## config.mk

```make
export PLATFORM = sky130hd
export DESIGN_NAME = addsub_arbiter
export DESIGN_NICKNAME = d
export VERILOG_FILES = /design/src/rtl/addsub_arbiter.sv
export SDC_FILE = /design/constraint.sdc
export NUM_CORES = 1
export LEC_CHECK = 0
export CORE_MARGIN = 1
export CORE_UTILIZATION = 47
export CTS_BUF_LIST = sky130_fd_sc_hd__clkbuf_8
export DETAILED_ROUTE_END_ITERATION = 7
export PLACE_DENSITY = 0.81
export SYNTH_ARGS = -nofsm -noshare
export SYNTH_HDL_FRONTEND = slang
export SYNTH_SLANG_ARGS = --single-unit
```

## constraint.sdc

```tcl
create_clock -name clk -period 2.14 [get_ports clk]
set_input_delay 0.428 -clock clk [delete_from_list [all_inputs] [get_ports clk]]
set_output_delay 0.428 -clock clk [all_outputs]
set_load 0.1 [all_outputs]
```

## src/rtl/addsub_arbiter.sv

```systemverilog
// Two-requester round-robin front end for a shared add/subtract unit.
// One operation in flight: IDLE grants, EXEC computes, RESP presents.
module addsub_arbiter #(
   parameter int WIDTH = 4
) (
   input  logic             clk,
   input  logic             rst,
   input  logic             req0_valid,
   output logic             req0_ready,
   input  logic [WIDTH-1:0] req0_a,
   input  logic [WIDTH-1:0] req0_b,
   input  logic             req0_m,
   input  logic             req1_valid,
   output logic             req1_ready,
   input  logic [WIDTH-1:0] req1_a,
   input  logic [WIDTH-1:0] req1_b,
   input  logic             req1_m,
   output logic             res_valid,
   input  logic             res_ready,
   output logic [WIDTH-1:0] res_sum,
   output logic             res_cout,
   output logic             res_ovf,
   output logic             res_id,
   output logic             busy
);

   typedef enum logic [1:0] {
      IDLE,
      EXEC,
      RESP
   } state_t;

   state_t           state;
   logic             last;
   logic [WIDTH-1:0] a_q;
   logic [WIDTH-1:0] b_q;
   logic             m_q;
   logic             id_q;
   logic             gnt0;
   logic             gnt1;
   logic [WIDTH-1:0] bx;
   logic [WIDTH:0]   full;

   // last holds the requester served most recently; the other one wins a tie
   always_comb begin
      gnt0 = 1'b0;
      gnt1 = 1'b0;
      if (state == IDLE) begin
         gnt0 = req0_valid & (~req1_valid | last);
         gnt1 = req1_valid & (~req0_valid | ~last);
      end
   end

   assign req0_ready = gnt0;
   assign req1_ready = gnt1;

   assign bx   = b_q ^ {WIDTH{m_q}};
   assign full = {1'b0, a_q} + {1'b0, bx} + {{WIDTH{1'b0}}, m_q};

   always_ff @(posedge clk) begin
      if (rst) begin
         state     <= IDLE;
         last      <= 1'b1;
         a_q       <= '0;
         b_q       <= '0;
         m_q       <= 1'b0;
         id_q      <= 1'b0;
         res_valid <= 1'b0;
         res_sum   <= '0;
         res_cout  <= 1'b0;
         res_ovf   <= 1'b0;
         res_id    <= 1'b0;
         busy      <= 1'b0;
      end else begin
         unique case (state)
            IDLE: begin
               if (gnt0 | gnt1) begin
                  a_q   <= gnt1 ? req1_a : req0_a;
                  b_q   <= gnt1 ? req1_b : req0_b;
                  m_q   <= gnt1 ? req1_m : req0_m;
                  id_q  <= gnt1;
                  busy  <= 1'b1;
                  state <= EXEC;
               end
            end
            EXEC: begin
               res_sum   <= full[WIDTH-1:0];
               res_cout  <= full[WIDTH];
               res_ovf   <= (a_q[WIDTH-1] == bx[WIDTH-1]) &
                            (full[WIDTH-1] != a_q[WIDTH-1]);
               res_id    <= id_q;
               res_valid <= 1'b1;
               state     <= RESP;
            end
            RESP: begin
               if (res_ready) begin
                  res_valid <= 1'b0;
                  busy      <= 1'b0;
                  last      <= res_id;
                  state     <= IDLE;
               end
            end
            default: state <= IDLE;
         endcase
      end
   end

endmodule

```

==> flow_summary.ini <==
[outcome]
status = finished clean

[worst_setup_path]
worstSetupPathType = in -> out
arrival_ns = 1.38
required_ns = 1.71
crit_path_end_kind = output port
crit_path_max_fanout = 3
cp-start-kind = primary input

[job]
maxCapViolCount = 0

[global_routing]
grt_use_total_pct = 19.0
antenna_found_initial = 0
grt_first_pass_wirelength_mm = 3.66
grt_overflow = 0
grt_pass1_vias = 878
grt_max_degree = 21

[timing]
layout_min_cycle_time_ns = 1.80
tns_ns = 0
fin_skew_ns = 0.00121
maxSlewHeadroom_pct = 69.1
max_freq_ghz = 0.554
worstMarginPinSlew_ns = 0.462
hold_violations = 0
finalCritPeriodShare_pct = 84.3
rsz0062_at_grt = false
finalSetupViolCount = 0
finalWorstSetupSlack_ns = 0.335
finalMaxSlewViolations = 0

[clock_network]
cts_buffers = 3
h-tree-depth = 1
clk_latency_ns = 0.26
path_clk_slew_ns = 0.07
cts_buffer_depth = 2
clock-sinks = 22
cts_resized = 0
root_buffer = clkbuf_8
tritoncts = done
cts_setup_buffers = 0
cts_hold_buf = 0

[floorplanning]
die_area_um2 = 2480
num_rows = 16
fp.dieH_um = 49.8
start_util_pct = 52.0
ios = 34
die_w_um = 49.8
coreArea_um2 = 2060

[placement]
io_buffers = 33
post-place-ws_ns = 0.336
dp_hpwl_mm = 1.56
gp_congestion = 0.790
dpl-instance-area_um2 = 1430

[cells_and_area]
fillers = 162
antenna_cells = 0
design_area_um2 = 1480
ff_latch_area_um2 = 440
area_growth_pct = 38.3
multi_input_area_um2 = 584
nNetsFinal = 175
final_layout_size_suffix_gt1_share_pct = 15.6

[route]
first_pass_iters = 4
drt_wl_total_mm = 2.01
drc = 0
drt-initial-drc-count = 13
drt-vias-per-instance = 5.09
wire_per_inst_um = 11.5
ant_nets = 0
num_vias = 885

[yosys]
syn-num-nets = 140
yosys.area_share.simple_pct = 16.0
netlist_instances = 113
synth_adder_area_share_pct = 5.37
ys_ff_latch = 22
synthMuxAreaShare_pct = 10.7
synthDistinctLibCells = 29
ys_warn_count = 0
yosysSeqAreaShare_pct = 41.1
netlist.area_leader.share_pct = 41.1
synth_top_family_by_area = compound AO/OA/AOI/OAI gates
yosysTopAreaCell = dfxtp_1
syn_area_per_cell_um2 = 9.49
syn_area_um2 = 1070
synth_xor_xnor_area_share_pct = 4.90
synthTopCellsByArea = dfxtp_1, mux2i_1, a211oi_1
synth-compound-area-share_pct = 17.5

[worst_hold_path]
min_path_type = reg -> reg

[power]
vdd_ir_drop_max_uv = 419
p_per_area_nw_per_um2 = 849
leakage_nw = 0.690
[layout make-up]
type                            count  area share (%)
Multi-Input combinational cell     81            39.4
Sequential cell                    22            29.7
Clock buffer                        4            3.71
Inverter                            3           0.759
Tap cell                           27            2.28
Timing Repair Buffer               37            24.1
[final timing paths]
kind | start | endpoint | slack [ns] | depth (start not counted)
max | req1_valid | req0_ready | 0.34 | 4
max reg2reg | m_q | res_ovf | 0.34 | 6
min | res_sum[1] | res_sum[1] | 0.46 | 2
min reg2reg | res_sum[1] | res_sum[1] | 0.46 | 2
[power by group]
part	internal (mW)	switching, mW
registers	0.455	0.0360
logic	0.183	0.293
clock network	0.164	0.127
[cell usage after synthesis]
master    count
dfxtp_1      22
nor2_1       15
a211oi_1     13
mux2i_1      10
nand2_1       7
a21oi_1       5
clkbuf_1      4
xor2_1        4
ha_1          3
inv_1         3
nand2b_1      3
a21o_1        2
and3_1        2
buf_2         2
nand3b_1      2
nor3_1        2
xnor2_1       2
a211o_2       1
a31o_4        1
a32o_1        1
and2_1        1
buf_6         1
fa_1          1
mux2_4        1
nand3_1       1
nor2b_1       1
nor4b_2       1
o21a_1        1
o21ai_0       1
[sequential cells by signal (all words and copies together), names as in the netlist]
register,flops
res_valid,1
last,1
res_sum,4
res_cout,1
busy,1
state,2
a_q,4
res_id,1
b_q,4
res_ovf,1
m_q,1
id_q,1
[cell usage in the layout, fill, tap and decap left out, types with 2 or more instances in the layout]
cell type	n
buf_12	2
a211oi_1	13
nand2_1	7
nor3_1	2
ha_1	3
inv_1	3
nor2_1	15
a21oi_1	5
nand2b_1	3
xnor2_1	2
mux2i_1	10
buf_4	13
nand3b_1	2
clkdlybuf4s50_1	22
and3_1	2
a21o_1	2
dfxtp_1	22
xor2_1	4
clkbuf_8	4
[cell families (layout without fill, tap and decap cells)]
family	count (synthesis)	count (layout)
AOI/OAI and AO/OA	25	25
xor gates and xnor gates	6	6
adders and majority gates	4	4
buffers and inverters	10	44
DFF	22	22
muxes	11	11
and+or+nand+nor	35	35
[stage by stage]
stage                     hold WS (ns)  total power [mW]  cells  utilization, %
after floorplan                  0.432             0.851    113               -
after global placement           0.440             0.964    170            69.2
after detailed placement         0.449             0.975    170            69.2
after CTS                        0.459              1.26    174            71.9
after global routing             0.484              1.33    174            71.9
final                            0.455              1.26    174            71.9
[worst max-delay path, stage by stage]
cell	delay, ns
clkdlybuf4s50_1	0.51
nand2b_1	0.06
and3_1	0.21
buf_12	0.17
[layer usage]
layer / up-vias / global-route usage (%) / wire length (um)
li1: 465 / - / -
met1: 387 / 24.3 / 931
met2: 29 / 32.7 / 963
met3: 4 / 3.70 / 93
met4: 0 / 4.29 / 19
met5: - / 0 / 0
(Power assumes the default switching activity.)
